## config.mk

```make
export PLATFORM = sky130hd
export DESIGN_NAME = pc_call_sequencer_flat
export DESIGN_NICKNAME = d
export VERILOG_FILES = /design/src/rtl/pc_call_sequencer_if.sv /design/src/rtl/pc_call_sequencer.sv /design/src/flat_wrapper.sv
export SDC_FILE = /design/constraint.sdc
export NUM_CORES = 1
export LEC_CHECK = 0
export CAP_MARGIN = 20
export CORE_AREA = 2 2 85 107
export CTS_CLUSTER_DIAMETER = 60
export DETAILED_ROUTE_END_ITERATION = 10
export DIE_AREA = 0 0 87 109
export HOLD_SLACK_MARGIN = 0.05
export SLEW_MARGIN = 20
export SYNTH_ARGS = -nofsm -noshare
export SYNTH_HDL_FRONTEND = slang
export SYNTH_SLANG_ARGS = --single-unit
```

## constraint.sdc

```tcl
create_clock -name clk -period 2.7 [get_ports clk]
set_input_delay 0.54 -clock clk [delete_from_list [all_inputs] [get_ports clk]]
set_output_delay 0.54 -clock clk [all_outputs]
set_load 0.005 [all_outputs]
```

## src/rtl/pc_call_sequencer_if.sv

```systemverilog
// Return-address-stack link: the sequencer drives push/pop requests and
// consumes the stack's top-of-stack target.
interface pc_call_sequencer_if #(
  parameter int unsigned D = 12
) ();
  logic         call;
  logic         ret;
  logic [D-1:0] addr;
  logic [D-1:0] target_in;
  logic [D-1:0] ras_target;

  modport master (
    output call,
    output ret,
    output addr,
    output target_in,
    input  ras_target
  );

  modport slave (
    input  call,
    input  ret,
    input  addr,
    input  target_in,
    output ras_target
  );
endinterface

```

## src/rtl/pc_call_sequencer.sv

```systemverilog
// Three-cycle fetch/exec/resolve PC sequencer that drives the return-address
// stack and tracks its depth so it never overflows or underflows.
module pc_call_sequencer #(
  parameter int unsigned  D           = 12,
  parameter int unsigned  STACK_DEPTH = 8,
  parameter logic [D-1:0] RESET_PC    = '0
) (
  input  logic                       clk,
  input  logic                       reset,
  input  logic                       start,
  input  logic                       is_call,
  input  logic                       is_ret,
  input  logic                       is_branch,
  input  logic                       taken,
  input  logic                       is_halt,
  input  logic [D-1:0]               jump_target,
  output logic [D-1:0]               prog_ctr,
  output logic [1:0]                 stage,
  output logic                       done,
  output logic                       ras_fault,
  pc_call_sequencer_if.master        ras
);

  localparam int unsigned    DW   = $clog2(STACK_DEPTH + 1);
  localparam logic [DW-1:0]  Full = DW'(STACK_DEPTH);

  typedef enum logic [2:0] {
    StIdle,
    StFetch,
    StExec,
    StResolve,
    StHalt,
    StFault
  } state_e;

  state_e        state_q, state_d;
  logic [D-1:0]  pc_q, pc_d;
  logic [D-1:0]  addr_q, addr_d;
  logic [D-1:0]  tin_q, tin_d;
  logic [D-1:0]  jt_q, jt_d;
  logic [1:0]    stage_q, stage_d;
  logic          call_q, call_d;
  logic          ret_q, ret_d;
  logic          done_q, done_d;
  logic          fault_q, fault_d;
  logic [DW-1:0] depth_q, depth_d;
  logic          op_ret_q, op_ret_d;
  logic          op_jump_q, op_jump_d;

  always_ff @(posedge clk) begin
    if (reset) begin
      state_q   <= StIdle;
      pc_q      <= RESET_PC;
      addr_q    <= '0;
      tin_q     <= '0;
      jt_q      <= '0;
      stage_q   <= 2'b11;
      call_q    <= 1'b0;
      ret_q     <= 1'b0;
      done_q    <= 1'b0;
      fault_q   <= 1'b0;
      depth_q   <= '0;
      op_ret_q  <= 1'b0;
      op_jump_q <= 1'b0;
    end else begin
      state_q   <= state_d;
      pc_q      <= pc_d;
      addr_q    <= addr_d;
      tin_q     <= tin_d;
      jt_q      <= jt_d;
      stage_q   <= stage_d;
      call_q    <= call_d;
      ret_q     <= ret_d;
      done_q    <= done_d;
      fault_q   <= fault_d;
      depth_q   <= depth_d;
      op_ret_q  <= op_ret_d;
      op_jump_q <= op_jump_d;
    end
  end

  always_comb begin
    state_d   = state_q;
    pc_d      = pc_q;
    addr_d    = addr_q;
    tin_d     = tin_q;
    jt_d      = jt_q;
    call_d    = 1'b0;
    ret_d     = 1'b0;
    done_d    = done_q;
    fault_d   = fault_q;
    depth_d   = depth_q;
    op_ret_d  = op_ret_q;
    op_jump_d = op_jump_q;

    case (state_q)
      StIdle: begin
        if (start) state_d = StFetch;
      end
      StFetch: begin
        jt_d      = jump_target;
        op_ret_d  = 1'b0;
        op_jump_d = 1'b0;
        // Decode priority: halt > ret > call > branch.
        if (is_halt) begin
          state_d = StHalt;
          done_d  = 1'b1;
        end else if (is_ret) begin
          if (depth_q == '0) begin
            state_d = StFault;
            fault_d = 1'b1;
          end else begin
            state_d  = StExec;
            ret_d    = 1'b1;
            op_ret_d = 1'b1;
          end
        end else if (is_call) begin
          if (depth_q == Full) begin
            state_d = StFault;
            fault_d = 1'b1;
          end else begin
            state_d   = StExec;
            call_d    = 1'b1;
            op_jump_d = 1'b1;
            addr_d    = pc_q;
            tin_d     = jump_target;
          end
        end else begin
          state_d   = StExec;
          op_jump_d = is_branch & taken;
        end
      end
      StExec: begin
        state_d = StResolve;
        if (call_q) begin
          depth_d = depth_q + 1'b1;
        end else if (ret_q) begin
          depth_d = depth_q - 1'b1;
        end
      end
      StResolve: begin
        state_d = StFetch;
        if (op_ret_q) begin
          pc_d = ras.ras_target;
        end else if (op_jump_q) begin
          pc_d = jt_q;
        end else begin
          pc_d = pc_q + 1'b1;
        end
      end
      default: ; // HALT and FAULT hold until reset
    endcase
  end

  // Stage is registered alongside the state it encodes.
  always_comb begin
    stage_d = 2'b11;
    case (state_d)
      StFetch:   stage_d = 2'b00;
      StExec:    stage_d = 2'b01;
      StResolve: stage_d = 2'b10;
      default:   stage_d = 2'b11;
    endcase
  end

  assign prog_ctr      = pc_q;
  assign stage         = stage_q;
  assign done          = done_q;
  assign ras_fault     = fault_q;
  assign ras.call      = call_q;
  assign ras.ret       = ret_q;
  assign ras.addr      = addr_q;
  assign ras.target_in = tin_q;

endmodule
```

## src/flat_wrapper.sv

```systemverilog
// flat-port wrapper written by rule: the top's interface ports become plain ports
module pc_call_sequencer_flat 
#(
  parameter int unsigned  D           = 12,
  parameter int unsigned  STACK_DEPTH = 8,
  parameter logic [D-1:0] RESET_PC    = '0
)
  (clk, reset, start, is_call, is_ret, is_branch, taken, is_halt, jump_target, prog_ctr, stage, done, ras_fault, ras_call, ras_ret, ras_addr, ras_target_in, ras_ras_target);
  pc_call_sequencer_if #(.D(D)) ras_i ();
  input  logic clk;
  input  logic reset;
  input  logic start;
  input  logic is_call;
  input  logic is_ret;
  input  logic is_branch;
  input  logic taken;
  input  logic is_halt;
  input  logic [D-1:0] jump_target;
  output logic [D-1:0] prog_ctr;
  output logic [1:0] stage;
  output logic done;
  output logic ras_fault;
  output wire logic [$bits(ras_i.call)-1:0] ras_call;
  output wire logic [$bits(ras_i.ret)-1:0] ras_ret;
  output wire logic [$bits(ras_i.addr)-1:0] ras_addr;
  output wire logic [$bits(ras_i.target_in)-1:0] ras_target_in;
  input wire logic [$bits(ras_i.ras_target)-1:0] ras_ras_target;
  assign ras_call = ras_i.call;
  assign ras_ret = ras_i.ret;
  assign ras_addr = ras_i.addr;
  assign ras_target_in = ras_i.target_in;
  assign ras_i.ras_target = ras_ras_target;
  pc_call_sequencer #(.D(D), .STACK_DEPTH(STACK_DEPTH), .RESET_PC(RESET_PC)) u_core (.clk(clk), .reset(reset), .start(start), .is_call(is_call), .is_ret(is_ret), .is_branch(is_branch), .taken(taken), .is_halt(is_halt), .jump_target(jump_target), .prog_ctr(prog_ctr), .stage(stage), .done(done), .ras_fault(ras_fault), .ras(ras_i));
endmodule
```

==> impl_metrics.prom, run 1 <==
# TYPE chip_impl_metric gauge
chip_impl_info{name="setup_repair_after_global_routing_missed_its_margin",value="no"} 1
chip_impl_metric{name="floorplan.initialDensity",unit=""} 0.338
chip_impl_metric{name="die_width",unit="µm"} 87
chip_impl_metric{name="synthesis.nets",unit=""} 397
chip_impl_metric{name="finalNonFillerCells",unit=""} 530
chip_impl_metric{name="sequentialPowerShare",unit=""} 0.472
chip_impl_metric{name="ir_worst_vdd",unit="µV"} 233
chip_impl_metric{name="drive_gt1_frac",unit=""} 0.0721
chip_impl_metric{name="synth_area_per_cell",unit="µm²"} 7.98
chip_impl_metric{name="synth-async-reset-ratio",unit=""} 0
chip_impl_metric{name="grt_antenna_before_repair",unit=""} 0
chip_impl_info{name="cts.root.buffer_cell",value="clkbuf_8"} 1
chip_impl_metric{name="die_y",unit="µm"} 109
chip_impl_info{name="cts_tree",value="built"} 1
chip_impl_metric{name="antenna_left",unit=""} 0
chip_impl_info{name="rr_startpoint",value="u_core.state_q[0]$_SDFF_PP0_"} 1
chip_impl_metric{name="ctsResizeCount",unit=""} 0
chip_impl_info{name="cpMaxStageDelayCell",value="clkdlybuf4s50_1"} 1
chip_impl_info{name="worst_r2r_endpoint",value="u_core.ras.target_in[5]$_SDFFE_PP0P_"} 1
chip_impl_metric{name="combinationalPowerShare",unit=""} 0.096
chip_impl_metric{name="synthesis.yosys.warnings",unit=""} 0
chip_impl_info{name="critPathCaptureType",value="output port"} 1
chip_impl_info{name="worstHoldPathType",value="register to register"} 1
chip_impl_metric{name="wl_per_cell",unit="µm"} 14.7
chip_impl_metric{name="reg2regPathDepth",unit=""} 5
chip_impl_metric{name="count_of_max_cap_constraint_violations",unit=""} 0
chip_impl_info{name="status",value="finished, final reports clean"} 1
chip_impl_metric{name="slew_violations",unit=""} 0
chip_impl_metric{name="cts_max_level",unit=""} 3
chip_impl_metric{name="intPower",unit="mW"} 1.58
chip_impl_metric{name="num_rows",unit=""} 38
chip_impl_metric{name="synthesis.instances",unit=""} 361
chip_impl_metric{name="detailedRoute.firstPassIterationCount",unit=""} 4
chip_impl_metric{name="worst-r2r-setup-slack",unit="ps"} 780
chip_impl_metric{name="gr-usage-all-layers",unit=""} 0.172
chip_impl_info{name="crit_start",value="u_core.prog_ctr[6]$_SDFFE_PP0P_"} 1
chip_impl_metric{name="grt-ovfl-total",unit=""} 0
chip_impl_info{name="synth.largest_area_cell",value="dfxtp_1"} 1
chip_impl_metric{name="drc",unit=""} 0
chip_impl_metric{name="area_growth_syn_to_layout",unit="%"} 34.2
chip_impl_metric{name="switching_power",unit="mW"} 0.514
chip_impl_metric{name="leakage_power",unit="nW"} 1.28
chip_impl_metric{name="grt_start_max_net_pins",unit=""} 27
chip_impl_metric{name="via_count",unit=""} 2702
chip_impl_metric{name="design_power_total",unit="mW"} 2.10
chip_impl_metric{name="setup_viol",unit=""} 0
chip_impl_metric{name="finClkSkew",unit="ps"} 8.77
chip_impl_metric{name="placedCellCount",unit=""} 514
chip_impl_metric{name="setup-tns-final",unit="ps"} 0
chip_impl_metric{name="max_clk_rate",unit="GHz"} 0.507
chip_impl_metric{name="synthDistinctLibCells",unit=""} 47
chip_impl_metric{name="syn-cell-area",unit="mm²"} 0.00288
chip_impl_metric{name="clk_path_buf_depth",unit=""} 2
chip_impl_info{name="worstSetupEndpoint",value="prog_ctr[6]"} 1
chip_impl_info{name="worstSetupPathType",value="register to output port"} 1
chip_impl_metric{name="ys_seq_elements",unit=""} 63
chip_impl_metric{name="worst-slew-pin-transition",unit="ps"} 750
chip_impl_metric{name="clk_pin_slew_worst_paths",unit="ps"} 70
chip_impl_metric{name="slew_headroom",unit=""} 0.499
chip_impl_metric{name="detailedRoute.firstIterationViolations",unit=""} 151
chip_impl_metric{name="synth-seq-area-share",unit=""} 0.438
chip_impl_metric{name="swShare",unit=""} 0.245
chip_impl_metric{name="cts_inserted_buffers",unit=""} 9
chip_impl_metric{name="num_antenna_cells",unit=""} 0
chip_impl_metric{name="critPathArrivalTime",unit="ps"} 1430
chip_impl_metric{name="powerDensity",unit="mW/mm²"} 542
chip_impl_metric{name="number_of_enable_flip_flop_cells_after_synthesis",unit=""} 0
chip_impl_metric{name="cpPeakStageDelay",unit="ps"} 590
chip_impl_metric{name="place.port_buffers",unit=""} 73
chip_impl_metric{name="buf_inv_on_cp",unit=""} 1
chip_impl_info{name="critical_path.cell_chain",value="clkdlybuf4s50_1"} 1
chip_impl_metric{name="clk-insertion-delay-late",unit="ps"} 340
chip_impl_metric{name="cts_setup_buffers",unit=""} 0
chip_impl_metric{name="core_area",unit="mm²"} 0.00851
chip_impl_metric{name="num_clock_sinks",unit=""} 63
chip_impl_metric{name="drt-total-wl",unit="µm"} 7790
chip_impl_metric{name="final_net_count",unit=""} 461
chip_impl_metric{name="yosysTopAreaCellShare",unit=""} 0.438
chip_impl_metric{name="grt_pass1_wl",unit="µm"} 12800
chip_impl_metric{name="timing.critical_path.required",unit="ps"} 2160
chip_impl_metric{name="timing.final.hold_violations",unit=""} 0
chip_impl_metric{name="postCtsHoldBufs",unit=""} 0
chip_impl_metric{name="drt-vias-per-instance",unit=""} 5.10
chip_impl_info{name="synthTopCellsByArea",value="dfxtp_1 (44%), nand2_1 (11%), a21oi_1 (9.9%)"} 1
chip_impl_metric{name="dpl.hpwl",unit="µm"} 5430
chip_impl_metric{name="pin_count",unit=""} 74
chip_impl_info{name="timing.critical_path.max_delay_family",value="buffers and inverters"} 1
chip_impl_metric{name="first_global_vias",unit=""} 2595
chip_impl_metric{name="p_clk_frac",unit=""} 0.431
chip_impl_metric{name="period_share",unit=""} 0.731
chip_impl_metric{name="die_area",unit="mm²"} 0.00948
chip_impl_metric{name="layout_min_cycle_time",unit="ps"} 1970
chip_impl_metric{name="cp.depth",unit=""} 1
chip_impl_info{name="dominantRegCellSynth",value="dfxtp_1"} 1
chip_impl_metric{name="critPathMaxFanout",unit=""} 10
chip_impl_info{name="crit_path_start_kind",value="register"} 1
chip_impl_metric{name="gpl.final_weighted_congestion",unit=""} 0.842
## worst min-delay path by stage
stage / startpoint / to / depth (start not counted) / slack (ps)
2_1_floorplan: u_core.jt_q[9]$_SDFFE_PP0P_ / u_core.jt_q[9]$_SDFFE_PP0P_ / 2 / 430
3_3_place_gp: u_core.ras.addr[10]$_SDFFE_PP0P_ / u_core.ras.addr[10]$_SDFFE_PP0P_ / 2 / 440
3_5_place_dp: u_core.jt_q[9]$_SDFFE_PP0P_ / u_core.jt_q[9]$_SDFFE_PP0P_ / 2 / 440
4_1_cts: u_core.jt_q[9]$_SDFFE_PP0P_ / u_core.jt_q[9]$_SDFFE_PP0P_ / 2 / 450
5_1_grt: u_core.ras.addr[10]$_SDFFE_PP0P_ / u_core.ras.addr[10]$_SDFFE_PP0P_ / 2 / 470
6_report: u_core.jt_q[9]$_SDFFE_PP0P_ / u_core.jt_q[9]$_SDFFE_PP0P_ / 2 / 450
## per-stage QoR
stage	hold slack [ps]	util	setup slack [ps]	instance area (µm²)
3_5_place_dp	445	0.428	483	3640
5_1_grt	468	0.454	607	3860
3_3_place_gp	442	0.428	561	3640
4_1_cts	454	0.454	713	3860
2_1_floorplan	431	-	873	2880
6_report	451	0.454	727	3860
## cell type report
class	instances	area, µm²
inverter	5	18.8
fill	842	4650
sequential	63	1260
clock inverter	7	97.6
clock buffer	9	124
timing repair buffer	82	793
tap	100	125
multi-input combinational	264	1440
## synth_stat cells, drive strengths merged, types with 3 or more instances
library cell and instances:
a211oi 6, a21oi 58, a31oi 3, and3 3, buf 13, clkbuf 16
dfxtp 63, ha 3, inv 5, mux2i 5, nand2 86, nand2b 8
nand3 8, nand3b 3, nand4 7, nor2 22, nor3 4, nor3b 3
o211ai 4, o21ai 10, xnor2 3
## cell families (layout without fill, tap and decap cells)
group,Yosys count,count (layout),share of synthesized area
and+or+nand+nor,151,151,0.236
xor gates and xnor gates,3,3,0.00913
DFF,63,63,0.438
AOI/OAI and AO/OA,100,100,0.215
adders and majority gates,4,4,0.0200
muxes,6,6,0.0213
buffers and inverters,34,103,0.0608
## layout by cell type (no fill, tap or decap), drive strengths merged, types with 7 or more instances in the layout
| cell | netlist | layout |
|---|---|---|
| clkbuf | 16 | 9 |
| nand4 | 7 | 7 |
| o21ai | 10 | 10 |
| nand3 | 8 | 8 |
| clkdlybuf4s50 | 0 | 72 |
| a21oi | 58 | 58 |
| nor2 | 22 | 22 |
| dfxtp | 63 | 63 |
| nand2b | 8 | 8 |
| nand2 | 86 | 86 |
| buf | 13 | 10 |
## power groups by stage
stage	combinational, mW	clock, mW	sequential, mW
6_report	0.202	0.904	0.990
5_1_grt	0.226	0.978	0.994
4_1_cts	0.205	0.929	0.990
3_5_place_dp	0.203	0	1.01
3_3_place_gp	0.201	0	1.01
2_1_floorplan	0.116	0	0.996
## flip-flops by register name, summed over array words and instances, names as in the netlist
signal and count:
u_core.stage 2, u_core.done 1, u_core.state_q 3, u_core.ras_fault 1, u_core.depth_q 4, u_core.ras.target_in 12
u_core.ras.addr 12, u_core.op_ret_q 1, u_core.ras.call 1, u_core.prog_ctr 12, u_core.op_jump_q 1, u_core.jt_q 12
u_core.ras.ret 1
## per-layer routing
| layer | track usage | wire length [µm] | vias up |
|---|---|---|---|
| met2 | 0.280 | 3840 | 74 |
| met5 | 0 | 0 | - |
| li1 | - | - | 1379 |
| met1 | 0.219 | 3460 | 1233 |
| met3 | 0.0356 | 296 | 16 |
| met4 | 0.0770 | 195 | 0 |
Note: power is estimated with default switching activity, not from simulation.
==> run 2, diff against run 1 <==
Clock period 2.7 ns to 1.9 ns, I/O delays scaled along.
==> run 2 against run 1 <==
Compared with the run above:
- count of clock-buffer cells in the layout increased by 4
- largest cell class unchanged
- critical path depth increased by 5
- sequential share of layout area decreased by 0.60 points
- worst setup slack got worse by 630 ps
- worst hold slack improved by 3.1 ps
- final area increased by 2.0%
- register-to-register slack got worse by 680 ps
- cell count increased by 2.6%
==> impl_metrics.prom, run 2 (same netlist as run 1, synthesis figures left out) <==
# TYPE chip_impl_metric gauge
chip_impl_metric{name="powerDensity",unit="mW/mm²"} 688
chip_impl_metric{name="first_global_vias",unit=""} 2718
chip_impl_metric{name="cpPeakStageDelay",unit="ps"} 360
chip_impl_metric{name="critPathMaxFanout",unit=""} 4
chip_impl_metric{name="finalNonFillerCells",unit=""} 544
chip_impl_metric{name="finClkSkew",unit="ps"} 6.04
chip_impl_metric{name="dpl.hpwl",unit="µm"} 5770
chip_impl_metric{name="num_clock_sinks",unit=""} 63
chip_impl_metric{name="postCtsHoldBufs",unit=""} 0
chip_impl_metric{name="drc",unit=""} 0
chip_impl_metric{name="sequentialPowerShare",unit=""} 0.516
chip_impl_metric{name="setup_viol",unit=""} 0
chip_impl_metric{name="grt_pass1_wl",unit="µm"} 13000
chip_impl_metric{name="core_area",unit="mm²"} 0.00851
chip_impl_metric{name="cp.depth",unit=""} 6
chip_impl_info{name="cpMaxStageDelayCell",value="dfxtp_2"} 1
chip_impl_info{name="status",value="finished, final reports clean"} 1
chip_impl_metric{name="antenna_left",unit=""} 0
chip_impl_metric{name="floorplan.initialDensity",unit=""} 0.338
chip_impl_info{name="worstHoldPathType",value="register to register"} 1
chip_impl_metric{name="slew_violations",unit=""} 0
chip_impl_metric{name="drt-total-wl",unit="µm"} 7840
chip_impl_metric{name="p_clk_frac",unit=""} 0.369
chip_impl_metric{name="wire_length_on_met1",unit="µm"} 3400
chip_impl_metric{name="final_util",unit=""} 0.463
chip_impl_metric{name="num_antenna_cells",unit=""} 0
chip_impl_metric{name="num_rows",unit=""} 38
chip_impl_metric{name="place.port_buffers",unit=""} 73
chip_impl_metric{name="dr_wl_met3",unit="µm"} 382
chip_impl_metric{name="die_width",unit="µm"} 87
chip_impl_metric{name="intPower",unit="mW"} 2.05
chip_impl_metric{name="combinationalPowerShare",unit=""} 0.115
chip_impl_metric{name="gpl.final_weighted_congestion",unit=""} 0.897
chip_impl_info{name="critPathCaptureType",value="register"} 1
chip_impl_metric{name="clk_path_buf_depth",unit=""} 2
chip_impl_metric{name="detailedRoute.firstIterationViolations",unit=""} 142
chip_impl_metric{name="slew_headroom",unit=""} 0.660
chip_impl_metric{name="max_clk_rate",unit="GHz"} 0.554
chip_impl_metric{name="critPathArrivalTime",unit="ps"} 2040
chip_impl_metric{name="hold_depth",unit=""} 2
chip_impl_metric{name="timing.critical_path.required",unit="ps"} 2130
chip_impl_metric{name="area_growth_syn_to_layout",unit="%"} 36.8
chip_impl_metric{name="dp_slack",unit="ps"} 14.7
chip_impl_info{name="final_cell_mix",value="nand2_1 (86), clkdlybuf4s50_1 (72), dfxtp_1 (62)"} 1
chip_impl_metric{name="via_count",unit=""} 2787
chip_impl_metric{name="timing.final.hold_violations",unit=""} 0
chip_impl_info{name="worstSetupPathType",value="register to register"} 1
chip_impl_info{name="critical_path.cell_chain",value="inv_1 -> ha_1 -> a21o_1 -> a21oi_1 -> mux2i_1 -> mux2_2"} 1
chip_impl_metric{name="switching_power",unit="mW"} 0.660
chip_impl_info{name="crit_path_start_kind",value="register"} 1
chip_impl_metric{name="placedCellCount",unit=""} 530
chip_impl_metric{name="design_power_total",unit="mW"} 2.71
chip_impl_metric{name="grt_start_max_net_pins",unit=""} 26
chip_impl_info{name="cts.root.buffer_cell",value="clkbuf_8"} 1
chip_impl_metric{name="wl_per_cell",unit="µm"} 14.4
chip_impl_metric{name="post-route-worst-setup-slack",unit="ps"} 96.3
chip_impl_metric{name="clk_pin_slew_worst_paths",unit="ps"} 60
chip_impl_metric{name="die_y",unit="µm"} 109
chip_impl_metric{name="cts_max_level",unit=""} 3
chip_impl_metric{name="setup-tns-final",unit="ps"} 0
chip_impl_metric{name="die_area",unit="mm²"} 0.00948
chip_impl_metric{name="period_share",unit=""} 0.949
chip_impl_metric{name="reg2regPathDepth",unit=""} 6
chip_impl_metric{name="detailedRoute.firstPassIterationCount",unit=""} 6
chip_impl_metric{name="worst-slew-pin-transition",unit="ps"} 506
chip_impl_metric{name="clk-insertion-delay-late",unit="ps"} 340
chip_impl_metric{name="final_net_count",unit=""} 477
chip_impl_metric{name="pin_count",unit=""} 74
chip_impl_metric{name="buf_inv_on_cp",unit=""} 1
chip_impl_info{name="setup_repair_after_global_routing_missed_its_margin",value="no"} 1
chip_impl_metric{name="grt_antenna_before_repair",unit=""} 0
chip_impl_info{name="cts_tree",value="built"} 1
chip_impl_metric{name="ir_worst_vdd",unit="µV"} 362
chip_impl_metric{name="leakage_power",unit="nW"} 1.35
chip_impl_info{name="timing.critical_path.max_delay_family",value="multiplexers"} 1
chip_impl_metric{name="count_of_max_cap_constraint_violations",unit=""} 0
chip_impl_metric{name="cts_inserted_buffers",unit=""} 9
chip_impl_metric{name="gr-usage-all-layers",unit=""} 0.176
chip_impl_metric{name="met2_wirelength",unit="µm"} 3910
chip_impl_metric{name="drt-vias-per-instance",unit=""} 5.12
chip_impl_metric{name="grt-ovfl-total",unit=""} 0
chip_impl_metric{name="cts_setup_buffers",unit=""} 0
chip_impl_metric{name="swShare",unit=""} 0.244
chip_impl_metric{name="drive_gt1_frac",unit=""} 0.0991
chip_impl_info{name="most_common_cell_after_layout_fill_and_taps_aside",value="nand2_1"} 1
chip_impl_metric{name="layout_min_cycle_time",unit="ps"} 1800
chip_impl_info{name="top_layer_reached_by_signal_wires",value="met4"} 1
[run 2: cell count changes in the layout (fill, tap and decap cells not counted)]
cell | before | now
buf_4 | 9 | 24
bufinv_16 | 2 | 0
clkbuf_1 | 0 | 2
clkbuf_8 | 9 | 11
clkinv_4 | 2 | 0
clkinvlp_4 | 2 | 0
buf_12 | 0 | 1
dfxtp_1 | 63 | 62
dfxtp_2 | 0 | 1
[run 2: per-layer routing]
metal / global-route usage / up-vias
met4: 0.0725 / 0
li1: - / 1414
met3: 0.0356 / 13
met1: 0.224 / 1283
met5: 0 / -
met2: 0.290 / 77
[run 2: power groups by stage]
stage               logic, mW  clock network, mW  registers [mW]
global placement        0.311                  0            1.43
floorplan               0.165                  0            1.42
finish                  0.312               1.00            1.40
detailed placement      0.314                  0            1.43
global route            0.351               1.09            1.40
CTS                     0.316               1.03            1.40
[run 2: final timing paths]
path / from / endpoint / slack [ps]
worst min register to register: u_core.ras.addr[5]$_SDFFE_PP0P_ / u_core.ras.addr[5]$_SDFFE_PP0P_ / 450
worst max register to register: u_core.ras.call$_SDFF_PP0_ / u_core.depth_q[3]$_SDFFE_PP0P_ / 100
worst min-delay path: u_core.ras.addr[5]$_SDFFE_PP0P_ / u_core.ras.addr[5]$_SDFFE_PP0P_ / 450
worst max-delay path: u_core.ras.call$_SDFF_PP0_ / u_core.depth_q[3]$_SDFFE_PP0P_ / 100
[run 2: what timing repair did]
| action | CTS | global route |
|---|---|---|
| endpoints found under the setup margin | 0 | 1 |
| hold endpoints to repair | 0 | 0 |
| resized for setup | 0 | 1 |
[run 2: worst reg2reg max path, delay by kind of cell, from the launching register on]
family                   cells  cell delay [ps]
AO/OA/AOI/OAI                2              340
flip-flops                   1              360
buffers and inverters        1              110
multiplexers                 2              570
adder cells (fa/ha/maj)      1              310
[run 2: through the flow]
stage | instance area (µm²) | hold slack, ps
finish | 3940 | 454
global route | 3940 | 475
CTS | 3940 | 457
detailed placement | 3770 | 448
global placement | 3770 | 440
floorplan | 2880 | 431
[run 2: cell type report]
type / count / area, µm²
multi-input combinational: 264 / 1440
timing repair buffer: 98 / 926
clock buffer: 13 / 159
sequential: 63 / 1260
fill: 839 / 4570
tap: 100 / 125
clock inverter: 1 / 5.00
inverter: 5 / 18.8
==> run 3, diff against run 2 <==
Settings changed: SLEW_MARGIN 20 to 40.
==> results of run 3 <==
No change in the layout: final DEF, timing and power equal those of run 2.
